==> src/rtl/alu_ex_stage_if.sv <==
// Handshake and data bundle between ID/EX, the execute stage and MEM.
// The slave modport is the stage's view; the master modport is the upstream/downstream driver's view.
interface alu_ex_stage_if #(
    parameter int DATA_W = 32,
    parameter int REG_W  = 5
);
    // ID/EX side
    logic              in_valid;
    logic              in_ready;
    logic [3:0]        Operation;
    logic [DATA_W-1:0] SrcA;
    logic [DATA_W-1:0] SrcB;
    logic              Branch;
    logic              RegWrite_in;
    logic [REG_W-1:0]  rd_in;
    logic              flush;

    // EX/MEM side
    logic              out_valid;
    logic              out_ready;
    logic [DATA_W-1:0] ALUResult;
    logic              BrTaken;
    logic              RegWrite_out;
    logic [REG_W-1:0]  rd_out;

    modport slave (
        input  in_valid, Operation, SrcA, SrcB, Branch, RegWrite_in, rd_in, flush, out_ready,
        output in_ready, out_valid, ALUResult, BrTaken, RegWrite_out, rd_out
    );

    modport master (
        output in_valid, Operation, SrcA, SrcB, Branch, RegWrite_in, rd_in, flush, out_ready,
        input  in_ready, out_valid, ALUResult, BrTaken, RegWrite_out, rd_out
    );
endinterface

==> src/rtl/alu_ex_stage.sv <==
// Execute stage: combinational ALU feeding a registered EX/MEM boundary
// with a 2-entry (main + skid) buffer so in_ready never depends combinationally on out_ready.
module alu_ex_stage #(
    parameter int DATA_W = 32,
    parameter int REG_W  = 5
) (
    input  logic                clk,
    input  logic                reset,
    alu_ex_stage_if.slave       bus
);

    localparam logic [3:0] OP_AND  = 4'b0000;
    localparam logic [3:0] OP_OR   = 4'b0001;
    localparam logic [3:0] OP_XOR  = 4'b0010;
    localparam logic [3:0] OP_ADD  = 4'b0011;
    localparam logic [3:0] OP_SUB  = 4'b0100;
    localparam logic [3:0] OP_EQ   = 4'b0101;
    localparam logic [3:0] OP_NE   = 4'b0110;
    localparam logic [3:0] OP_LT   = 4'b0111;
    localparam logic [3:0] OP_GE   = 4'b1000;
    localparam logic [3:0] OP_PASS = 4'b1100;

    typedef struct packed {
        logic [DATA_W-1:0] result;
        logic              branch;
        logic              regwrite;
        logic [REG_W-1:0]  rd;
    } payload_t;

    logic [DATA_W-1:0] alu_result;
    logic              signed_lt;
    payload_t          in_payload;

    payload_t          main_reg,  main_next;
    payload_t          skid_reg,  skid_next;
    logic              main_valid_reg, main_valid_next;
    logic              skid_valid_reg, skid_valid_next;

    logic              accept;
    logic              drain;

    // ------------------------------------------------------------------
    // ALU
    // ------------------------------------------------------------------
    assign signed_lt = $signed(bus.SrcA) < $signed(bus.SrcB);

    always_comb begin
        alu_result = '0;
        case (bus.Operation)
            OP_AND:  alu_result = bus.SrcA & bus.SrcB;
            OP_OR:   alu_result = bus.SrcA | bus.SrcB;
            OP_XOR:  alu_result = bus.SrcA ^ bus.SrcB;
            OP_ADD:  alu_result = bus.SrcA + bus.SrcB;
            OP_SUB:  alu_result = bus.SrcA - bus.SrcB;
            OP_EQ:   alu_result = {{(DATA_W-1){1'b0}}, bus.SrcA == bus.SrcB};
            OP_NE:   alu_result = {{(DATA_W-1){1'b0}}, bus.SrcA != bus.SrcB};
            OP_LT:   alu_result = {{(DATA_W-1){1'b0}}, signed_lt};
            OP_GE:   alu_result = {{(DATA_W-1){1'b0}}, ~signed_lt};
            OP_PASS: alu_result = bus.SrcB;
            default: alu_result = '0;
        endcase
    end

    always_comb begin
        in_payload.result   = alu_result;
        in_payload.branch   = bus.Branch;
        in_payload.regwrite = bus.RegWrite_in;
        in_payload.rd       = bus.rd_in;
    end

    // ------------------------------------------------------------------
    // Skid buffer control
    // ------------------------------------------------------------------
    assign accept = bus.in_valid & ~skid_valid_reg;
    assign drain  = main_valid_reg & bus.out_ready;

    always_comb begin
        main_next       = main_reg;
        skid_next       = skid_reg;
        main_valid_next = main_valid_reg;
        skid_valid_next = skid_valid_reg;

        if (bus.flush) begin
            main_valid_next = 1'b0;
            skid_valid_next = 1'b0;
        end else if (skid_valid_reg) begin
            // in_ready is low here, so nothing new can arrive; only promote on drain.
            if (drain) begin
                main_next       = skid_reg;
                main_valid_next = 1'b1;
                skid_valid_next = 1'b0;
            end
        end else if (accept) begin
            if (!main_valid_reg || drain) begin
                main_next       = in_payload;
                main_valid_next = 1'b1;
            end else begin
                skid_next       = in_payload;
                skid_valid_next = 1'b1;
            end
        end else if (drain) begin
            main_valid_next = 1'b0;
        end
    end

    always_ff @(posedge clk or negedge reset) begin
        if (!reset) begin
            main_reg       <= '0;
            skid_reg       <= '0;
            main_valid_reg <= 1'b0;
            skid_valid_reg <= 1'b0;
        end else begin
            main_reg       <= main_next;
            skid_reg       <= skid_next;
            main_valid_reg <= main_valid_next;
            skid_valid_reg <= skid_valid_next;
        end
    end

    // ------------------------------------------------------------------
    // Outputs; side effects are gated so stale data after flush is harmless
    // ------------------------------------------------------------------
    assign bus.in_ready     = ~skid_valid_reg;
    assign bus.out_valid    = main_valid_reg;
    assign bus.ALUResult    = main_reg.result;
    assign bus.BrTaken      = main_valid_reg & main_reg.branch & main_reg.result[0];
    assign bus.RegWrite_out = main_valid_reg & main_reg.regwrite;
    assign bus.rd_out       = main_reg.rd;

endmodule

==> src/flat_wrapper.sv <==
// flat-port wrapper written by rule: the top's interface ports become plain ports
module alu_ex_stage_flat 
#(
    parameter int DATA_W = 32,
    parameter int REG_W  = 5
)
  (clk, reset, bus_in_valid, bus_Operation, bus_SrcA, bus_SrcB, bus_Branch, bus_RegWrite_in, bus_rd_in, bus_flush, bus_out_ready, bus_in_ready, bus_out_valid, bus_ALUResult, bus_BrTaken, bus_RegWrite_out, bus_rd_out);
  alu_ex_stage_if #(.DATA_W(DATA_W), .REG_W(REG_W)) bus_i ();
  input  logic clk;
  input  logic reset;
  input wire logic [$bits(bus_i.in_valid)-1:0] bus_in_valid;
  input wire logic [$bits(bus_i.Operation)-1:0] bus_Operation;
  input wire logic [$bits(bus_i.SrcA)-1:0] bus_SrcA;
  input wire logic [$bits(bus_i.SrcB)-1:0] bus_SrcB;
  input wire logic [$bits(bus_i.Branch)-1:0] bus_Branch;
  input wire logic [$bits(bus_i.RegWrite_in)-1:0] bus_RegWrite_in;
  input wire logic [$bits(bus_i.rd_in)-1:0] bus_rd_in;
  input wire logic [$bits(bus_i.flush)-1:0] bus_flush;
  input wire logic [$bits(bus_i.out_ready)-1:0] bus_out_ready;
  output wire logic [$bits(bus_i.in_ready)-1:0] bus_in_ready;
  output wire logic [$bits(bus_i.out_valid)-1:0] bus_out_valid;
  output wire logic [$bits(bus_i.ALUResult)-1:0] bus_ALUResult;
  output wire logic [$bits(bus_i.BrTaken)-1:0] bus_BrTaken;
  output wire logic [$bits(bus_i.RegWrite_out)-1:0] bus_RegWrite_out;
  output wire logic [$bits(bus_i.rd_out)-1:0] bus_rd_out;
  assign bus_i.in_valid = bus_in_valid;
  assign bus_i.Operation = bus_Operation;
  assign bus_i.SrcA = bus_SrcA;
  assign bus_i.SrcB = bus_SrcB;
  assign bus_i.Branch = bus_Branch;
  assign bus_i.RegWrite_in = bus_RegWrite_in;
  assign bus_i.rd_in = bus_rd_in;
  assign bus_i.flush = bus_flush;
  assign bus_i.out_ready = bus_out_ready;
  assign bus_in_ready = bus_i.in_ready;
  assign bus_out_valid = bus_i.out_valid;
  assign bus_ALUResult = bus_i.ALUResult;
  assign bus_BrTaken = bus_i.BrTaken;
  assign bus_RegWrite_out = bus_i.RegWrite_out;
  assign bus_rd_out = bus_i.rd_out;
  alu_ex_stage #(.DATA_W(DATA_W), .REG_W(REG_W)) u_core (.clk(clk), .reset(reset), .bus(bus_i));
endmodule
==> config.mk <==
export PLATFORM = sky130hd
export DESIGN_NAME = alu_ex_stage_flat
export DESIGN_NICKNAME = d
export VERILOG_FILES = /design/src/rtl/alu_ex_stage_if.sv /design/src/rtl/alu_ex_stage.sv /design/src/flat_wrapper.sv
export SDC_FILE = /design/constraint.sdc
export NUM_CORES = 1
export LEC_CHECK = 0
export BUFFER_PORTS_ARGS = -buffer_cell sky130_fd_sc_hd__clkbuf_2
export CORE_MARGIN = 5
export CORE_UTILIZATION = 54
export CTS_CLUSTER_SIZE = 40
export DETAILED_ROUTE_END_ITERATION = 16
export PLACE_DENSITY = 0.82
export SLEW_MARGIN = 20
export SYNTH_ARGS = -nofsm -noshare
export SYNTH_HDL_FRONTEND = slang
export SYNTH_SLANG_ARGS = --single-unit
==> constraint.sdc <==
create_clock -name clk -period 6.7 [get_ports clk]
set_clock_uncertainty 0.15 [all_clocks]
set_input_delay 0.335 -clock clk [delete_from_list [all_inputs] [get_ports clk]]
set_output_delay 0.335 -clock clk [all_outputs]
set_load 0.05 [all_outputs]
Yosys cells after proc, flatten, opt, wreduce, memory -nomap -nowiden
Index checks and enable logic that the tools add are counted.
Storage, ports and cells
  word-level logic and storage cells: 64
  bits in registers: 80
  bits of input ports: 80
  output and inout bits: 41
Operators by class
  $lt $le $gt $ge: 1
  add/sub/neg operators: 2
  mux-type cells: 16
  reductions and logical operators: 9
  bitwise operators: 12
  equality and inequality tests: 14
Operators by type and width (count)
  32-bit one-hot mux with 10 select lines: 1
  39-bit 2-to-1 mux: 4
  32-bit adder: 1
  32-bit bitwise AND: 1
  32-bit equality test: 1
  32-bit < comparator: 1
  32-bit inequality test: 1
  32-bit bitwise OR: 1
  32-bit subtractor: 1
  32-bit XOR: 1
  4-bit by 3-bit equality test with 1-bit output (second input constant): 4
  1-bit 2-to-1 mux: 11
  4-bit by 2-bit equality test with 1-bit output (second input constant): 2
  4-bit equality test (second input constant): 2
  4-bit AND reduction: 2
  1-bit bitwise AND: 5
  4-bit by 1-bit equality test with 1-bit output (second input constant): 1
  4-bit zero test: 1
  4-bit by 3-bit inequality test with 1-bit output (second input constant): 1
  1-bit NOT: 4
  2-bit nonzero test: 2
  3-bit inequality test (second input constant): 1
  3-bit AND reduction: 1
  3-bit nonzero test: 1
  3 further kinds: 3

Logic depth before layout (Yosys ltp)
Gate-level depths: netlist of run 1.
  word-level depth: 6
  mapped depth: 13
  depth with buffers taken out: 13

Least setup slack after synthesis of run 1
No wires, ideal clock.
  path type: input to register
  from: in bus_SrcA[0]
  to: reg u_core.main_reg (netlist bit u_core.bus.ALUResult[30])
  path buffers: 0
  data required time: 6424 ps
  cell stages on the path: 13
  setup time: 126 ps
  setup slack: 3647 ps
  data arrival time: 2777 ps
  cell sequence: inv_1 -> ha_1 -> inv_1 -> fa_1 -> nor2b_2 -> o311a_4 -> o2111ai_4 -> a31o_4 -> o2111ai_4 -> a41oi_2 -> o221a_2 -> o21ai_2 -> a221o_1
Between the ends
  longest elaborated chain between the ends: 5
  elaborated cells on any way between the ends: 6
  those cells by class: add/sub (2); mux (4)
RTL lines
  start: declaration: line flat_wrapper.sv:13  | input wire logic [$bits(bus_i.SrcA)-1:0] bus_SrcA;
  32-bit subtractor / 32-bit adder (equally long branches): line alu_ex_stage.sv:54, alu_ex_stage.sv:53
  32-bit one-hot mux with 10 select lines *: line alu_ex_stage.sv:49  | case (bus.Operation)
  39-bit 2-to-1 mux *: line alu_ex_stage.sv:94  | if (!main_valid_reg || drain) begin
  39-bit 2-to-1 mux *: line alu_ex_stage.sv:93  | end else if (accept) begin
  39-bit 2-to-1 mux *: line alu_ex_stage.sv:86  | end else if (skid_valid_reg) begin
  end signal: assignment: line alu_ex_stage.sv:113  | main_reg <= main_next;
  end: declaration: line alu_ex_stage.sv:34  | payload_t main_reg, main_next;
Every way passes the cells marked *; elsewhere a longest branch is shown, timed or not. The select of a mux whose other input is x is not followed.
A chain may end at the register's enable or synchronous reset.

Final worst setup path of run 1
  from: in bus_SrcB[0]
  to: reg u_core.skid_reg[27] (netlist bit)
Between the ends
  longest elaborated chain between the ends: 2
  elaborated cells on any way between the ends: 3
  those cells by class: add/sub (2); mux (1)
RTL lines
  start: declaration: line flat_wrapper.sv:14  | input wire logic [$bits(bus_i.SrcB)-1:0] bus_SrcB;
  32-bit subtractor / 32-bit adder (equally long branches): line alu_ex_stage.sv:54, alu_ex_stage.sv:53
  32-bit one-hot mux with 10 select lines *: line alu_ex_stage.sv:49
  end signal: assignment: line alu_ex_stage.sv:114  | skid_reg <= skid_next;
  end: declaration: line alu_ex_stage.sv:35  | payload_t skid_reg, skid_next;
Every way passes the cells marked *; elsewhere a longest branch is shown, timed or not.

==> results_dict.tcl, run 1 <==
set metrics [dict create \
    outcome "finished with violations" \
    violations "hold timing" \
    worst_pin_slew_ps 975 \
    synth.top_cells.by_area "dfrtp_1 (22%), ha_1 (13%), a21oi_1 (5.7%), nor2_1 (4.3%), inv_1 (4.0%)" \
    final-hold-violation-count 1 \
    port_buffers 120 \
    ctsResizeCount 0 \
    crit_type "primary input to flop" \
    post-dp-hpwl_mm 22.4 \
    fin_util_pct 58.7 \
    remaining_drc_errors 0 \
    cts_made_buffers 9 \
    p_leak_uw 0.00478 \
    drtIter0Drc 1016 \
    timing.rr.end "u_core.skid_reg[38]" \
    antenna_found_initial 0 \
    drt-pass1-iter-count 6 \
    synth_area_mm2 0.00930 \
    grt_setup_unrepaired "no" \
    via_count 9426 \
    drive_gt1_share_pct 16.3 \
    clock-sinks 80 \
    worst_ep_arrival_time_ps 3450 \
    cp_data_required_time_ps 6740 \
    setup-tns-final_ps 0 \
    fp-row-count 48 \
    vdd_drop_max_mv 0.290 \
    routed_wl_mm 29.8 \
    slowest_delay_ps 490 \
    htree_levels 3 \
    r2r-start "u_core.skid_valid_reg" \
    grtUsageTotal_pct 29.1 \
    avgRoutedWirePerCell_um 20.3 \
    coreArea_mm2 0.0171 \
    startpoint "bus_SrcB[0]" \
    critPathMostFrequentCell "a211oi_1" \
    synth_top_area_cell "dfrtp_1" \
    rr_worst_depth 7 \
    worstSetupStartpointType "primary input" \
    yosysSeqAreaShare_pct 21.5 \
    synth_fp_nets 1381 \
    timing.hold.ws_ps -0.162 \
    die-area_mm2 0.0199 \
    largest_reg_flops 39 \
    yosysWarnings 0 \
    finalCritPeriodShare_pct 50.9 \
    fp.dieH_um 141 \
    drv_cap 0 \
    routabilityCongestion 1.02 \
    clockRootBuffer "clkbuf_16" \
    final_nets 1415 \
    cts_hold_buf 0 \
    slew_viol_final 0 \
    vias_per_cell 6.43 \
    clock_latency_ps 330 \
    ys_ff_latch 80 \
    area_growth_pct 8.13 \
    cellPowerDensity_mw_per_mm2 211 \
    floorplan.initialDensity_pct 54.3 \
    fmax_ghz 0.293 \
    critPathCaptureType "flop" \
    grt_pass1_wl_mm 46.9 \
    async_flop_share_pct 100 \
    cp_max_fo 4 \
    hp-class "primary input to async pin" \
    crit_path_top_delay_cell "o41a_1" \
    post-cts-setup-buffers 0 \
    setup_viol 0 \
    grt_overflow_total 0 \
    cts_buffer_depth 2 \
    fin_crit_ps 3410 \
    grt_pass1_vias 8687 \
    synth.top_cell.area_share_pct 21.5 \
    synth_cell_types 89 \
    io_pins 121 \
    cts.clk_slew.worst_paths_ps 60 \
    grt_max_degree 81 \
    slew_headroom_pct 35.0 \
    syn-instance-count 1202 \
    layout_common_cells "clkbuf_2 (119), nor2_1 (107), a21oi_1 (106)" \
    crit_end "u_core.skid_reg[27]" \
    synth_flop_cell "dfrtp_1" \
    synth_edf_count 0 \
    path_cells "clkbuf_2 -> ha_1 -> fa_1 -> a211oi_1 -> o21ai_1 -> a21oi_2 -> nor2_1 -> o41a_1 -> xnor2_1 -> a32o_1 -> a211oi_1 -> a21oi_1" \
    reg2reg_slack_ps 3400 \
    layout_commonest_cell "clkbuf_2" \
    n_antenna_cell 0 \
    avgSynthCellArea_um2 7.73 \
    die-width_um 141 \
    tritoncts "yes" \
    antenna_left 0 \
]
-- Yosys cell counts, drive strengths merged (3+ instances only) --
master and instances:
ha 97, nand3 28, mux2 21, a211oi 19, a22oi 3, a2111oi 3, o21ai 98, nand2b 9
o2111ai 4, nor2b 12, and2 8, and3 20, nor3 16, buf 52, nor4 19, a21oi 111
a22o 4, nand4 15, a311oi 5, o22ai 3, o21bai 18, nand2 80, clkbuf 57, a21o 19
nor2 108, dfrtp 80, inv 100, xnor2 7, o211ai 14, a221oi 22, o31ai 10, or2 4
nor3b 4, a31oi 18, mux2i 18, a221o 18, a31o 5, nand3b 3, or3 8, o21a 16
a211o 10, a2bb2oi 3, a2111o 3
-- metal layers --
metal  share of wire, %  GRT usage [%]
met1                 44           42.0
met2                 45           45.3
met3                8.9           4.31
met4                2.2           7.96
met5                  0              0
-- per-stage QoR --
step,std cells,cell area [µm²],total power [µW],setup slack [ps]
global route,1466,10100,2230,3100
CTS,1466,10100,2110,3360
finish,1466,10100,2120,3290
detailed placement,1450,9720,1570,3010
floorplan,1202,9300,1390,3650
global placement,1450,9720,1550,3020
-- report_power, final --
| group | internal (µW) | switching [µW] | leakage [µW] | total [µW] |
|---|---|---|---|---|
| Sequential | 602 | 65.8 | 0.00100 | 668 |
| Clock | 338 | 197 | 0.000151 | 535 |
| Combinational | 289 | 625 | 0.00363 | 914 |
-- area by class of cell --
cell class	count	area, µm²
inverters	100	375
clock buffers	10	239
repair buffers	132	693
well taps	225	282
clock inverters	6	91.3
fillers	1573	7060
multi-input cells	913	6370
flip-flops and latches	80	2000
-- worst max-delay path: cells and delay by family --
kind	cells	cell delay, ps
compound gates	7	1990
fa+ha+maj	2	700
simple gates	1	150
xor+xnor	1	150
buf+inv	1	110
-- how the worst min path moves through the flow --
stage / start / to / depth (start not counted)
2_1_floorplan: reset / u_core.bus.ALUResult[0] / 0
3_3_place_gp: u_core.main_reg[5] / u_core.main_reg[5] / 2
3_5_place_dp: u_core.main_reg[6] / u_core.main_reg[6] / 2
4_1_cts: reset / u_core.skid_reg[12] / 1
5_1_grt: bus_out_ready / u_core.skid_valid_reg / 2
6_report: reset / u_core.skid_reg[13] / 1
-- cell families after synthesis --
logic type	count (synthesis)	share of synthesized area (%)
xor gates and xnor gates	9	0.848
AOI/OAI and AO/OA	426	31.7
adders and majority gates	99	13.5
muxes	39	4.48
DFF	80	21.5
and+or+nand+nor	340	17.8
buffers and inverters	209	10.1
No activity file was read; power rests on OpenSTA's default activity.
==> run 2: changes to the inputs <==
--- a/config.mk
+++ b/config.mk
@@ -5,6 +5,7 @@
 export SDC_FILE = /design/constraint.sdc
 export NUM_CORES = 1
 export LEC_CHECK = 0
+export ABC_AREA = 1
 export BUFFER_PORTS_ARGS = -buffer_cell sky130_fd_sc_hd__clkbuf_2
 export CORE_MARGIN = 5
 export CORE_UTILIZATION = 54
==> constraint.sdc (replaced) <==
create_clock -name clk -period 3.2 [get_ports clk]
set_clock_uncertainty 0.15 [all_clocks]
set_input_delay 0.16 -clock clk [delete_from_list [all_inputs] [get_ports clk]]
set_output_delay 0.16 -clock clk [all_outputs]
set_load 0.05 [all_outputs]
==> run 2 against run 1 <==
The flow now finishes without violations; first-iteration DRC count up 26%; combinational power up 110%; highest routed layer unchanged; register-to-register slack worse by 2200 ps; clock power up 85%.
==> results_dict.tcl, run 2 <==
set metrics [dict create \
    outcome "finished clean" \
    layout_commonest_cell "nand2_1" \
    cp_data_required_time_ps 3250 \
    drtIter0Drc 1277 \
    post-dp-hpwl_mm 28.3 \
    die-area_mm2 0.0215 \
    post-synth-top-count-cell "nand2_1" \
    final_nets 1956 \
    slowest_delay_ps 560 \
    synth.top_cells.by_area "nand2_1 (20%), dfrtp_1 (20%), ha_1 (12%), inv_1 (11%), nand3_1 (6.2%)" \
    slew_headroom_pct 36.2 \
    drive_gt1_share_pct 9.60 \
    place_inst 1990 \
    hold_depth 5 \
    coreArea_mm2 0.0185 \
    yosysWarnings 0 \
    finalCritPeriodShare_pct 76.4 \
    r2r-start "u_core.skid_valid_reg" \
    path_buf_inv 4 \
    fp.dieH_um 146 \
    layout_common_cells "nand2_1 (544), inv_1 (303), nor2_1 (127)" \
    grt_pass1_vias 10500 \
    cellPowerDensity_mw_per_mm2 390 \
    cts_buffer_depth 2 \
    p_leak_uw 0.00646 \
    clock_latency_ps 340 \
    ys_ff_latch 80 \
    grt_overflow_total 0 \
    avgRoutedWirePerCell_um 17.4 \
    remaining_drc_errors 0 \
    yosysSeqAreaShare_pct 19.9 \
    fmax_ghz 0.409 \
    hold-path-endpoint "u_core.bus.ALUResult[31]" \
    cp_max_fo 9 \
    synth_fp_nets 1894 \
    n_antenna_cell 0 \
    synth_flop_cell "dfrtp_1" \
    path_cells "clkbuf_2 -> inv_1 -> ha_1 -> inv_1 -> a21oi_1 -> inv_1 -> a21oi_1 -> nand2_1 -> a21oi_1 -> nand3_1 -> nand3_1 -> nand3_1 -> nand2_1 -> o21ai_0" \
    crit_path_top_delay_cell "ha_1" \
    dpl-instance-area_mm2 0.0105 \
    floorplan.initialDensity_pct 54.3 \
    syn-instance-count 1715 \
    hp-start "bus_SrcB[31]" \
    n_fill_cell 1905 \
    htree_levels 3 \
    fp-row-count 50 \
    via_count 11200 \
    final_cells 2016 \
    worst_pin_slew_ps 953 \
    async_flop_share_pct 100 \
    critPathCaptureType "flop" \
    crit_cells 14 \
    multi_input_area_mm2 0.00631 \
    drt-pass1-iter-count 6 \
    grt_max_degree 81 \
    io_pins 121 \
    regArea_mm2 0.00200 \
    routed_wl_mm 35.1 \
    synth_cell_types 37 \
    final_area_mm2 0.0109 \
    grtUsageTotal_pct 32.2 \
    synth.top_cell.area_share_pct 20.3 \
    port_buffers 120 \
    die-width_um 146 \
    timing.rr.end "u_core.bus.ALUResult[9]" \
    drv_cap 0 \
    antenna_found_initial 0 \
    hp-class "primary input to flop" \
    worst_ep_arrival_time_ps 2500 \
    vias_per_cell 5.56 \
    fin_crit_ps 2440 \
    vdd_drop_max_mv 0.289 \
    synth_edf_count 0 \
    cp_top_family "compound AO/OA/AOI/OAI gates" \
    area_growth_pct 8.70 \
    routabilityCongestion 1.05 \
    rr_worst_depth 9 \
    synth_top_area_cell "nand2_1" \
    largest_reg_flops 39 \
    reg2reg_slack_ps 1160 \
    synthTopCellsByCount "nand2_1 (544), inv_1 (303), nor2_1 (127)" \
    avgSynthCellArea_um2 5.86 \
    worstSetupStartpointType "primary input" \
    crit_type "primary input to flop" \
    tritoncts "yes" \
    grt_setup_unrepaired "no" \
    antenna_left 0 \
    cts.clk_slew.worst_paths_ps 60 \
    slew_viol_final 0 \
    synth_area_mm2 0.0101 \
    clock-sinks 80 \
    final-hold-violation-count 0 \
    cts_made_buffers 9 \
    clockRootBuffer "clkbuf_16" \
    grt_pass1_wl_mm 55.5 \
    setup-tns-final_ps 0 \
    setup_viol 0 \
]
run 2: cell count changes in the layout (fill, tap and decap cells not counted), moves of 19 or more:
cell,before,now
o21ai_0,67,103
nand3_1,28,125
nand2_1,79,544
o22ai_1,3,23
inv_1,98,303
nor2_1,107,127
mux2_2,21,0
and3_1,20,1
run 2: report_power, final:
| part | total (µW) | internal [µW] | switching, µW |
|---|---|---|---|
| Combinational | 1920 | 530 | 1390 |
| Sequential | 1360 | 1250 | 114 |
| Clock | 988 | 543 | 445 |
| Total | 4260 | 2320 | 1940 |
run 2: cell families (layout without fill, tap and decap cells):
| logic type | count (synthesis) | in the layout | synth area share [%] |
|---|---|---|---|
| buffers and inverters | 409 | 476 | 17.4 |
| DFF | 80 | 80 | 19.9 |
| AOI/OAI and AO/OA | 280 | 280 | 15.7 |
| and+or+nand+nor | 847 | 847 | 34.5 |
| adders and majority gates | 99 | 99 | 12.5 |
run 2: how the worst max path moves through the flow:
stage / start / to / slack, ps
floorplan: bus_SrcA[0] / u_core.skid_reg[7] / 1230
global placement: bus_SrcB[22] / u_core.skid_reg[38] / 480
detailed placement: bus_SrcB[22] / u_core.skid_reg[38] / 540
CTS: bus_SrcB[22] / u_core.skid_reg[38] / 890
global route: bus_SrcB[21] / u_core.skid_reg[37] / 640
finish: bus_SrcB[22] / u_core.skid_reg[38] / 760
run 2: worst min-delay path: stages:
cell and delay [ps]:
clkbuf_2 100, a221oi_1 90, nand4_1 100, nand2_1 50, nand2_1 50
run 2: repair_timing:
item / in CTS / in global routing
gates resized for setup: 0 / 0
hold endpoints to repair: 89 / 0
hold buffers: 10 / 0
endpoints found under the setup margin: 0 / 0
buffers inserted: 0 / 0
run 2: layout make-up:
type,count,area share (%)
Multi-Input combinational cell,1226,57.7
Sequential cell,80,18.3
Inverter,308,10.6
Timing Repair Buffer,152,8.09
Tap cell,234,2.68
Clock buffer,9,2.06
Clock inverter,7,0.595
run 2: routing by layer:
metal  vias up  share of wire, %  GRT usage (%)
met3        38                10           4.69
li1       5495                 -              -
met4         0               1.7           7.48
met5         -                 0              0
met1      5125                47           49.4
met2       561                42           47.5
run 2: metrics by stage:
step | util (%) | power (µW) | setup WS (ps) | hold slack [ps]
global placement | 56.9 | 3200 | 483 | 234
global route | 59.0 | 4540 | 639 | 146
finish | 59.0 | 4260 | 756 | 102
detailed placement | 56.9 | 3240 | 541 | 232
CTS | 59.0 | 4240 | 890 | 85.8
floorplan | - | 2800 | 1230 | -286
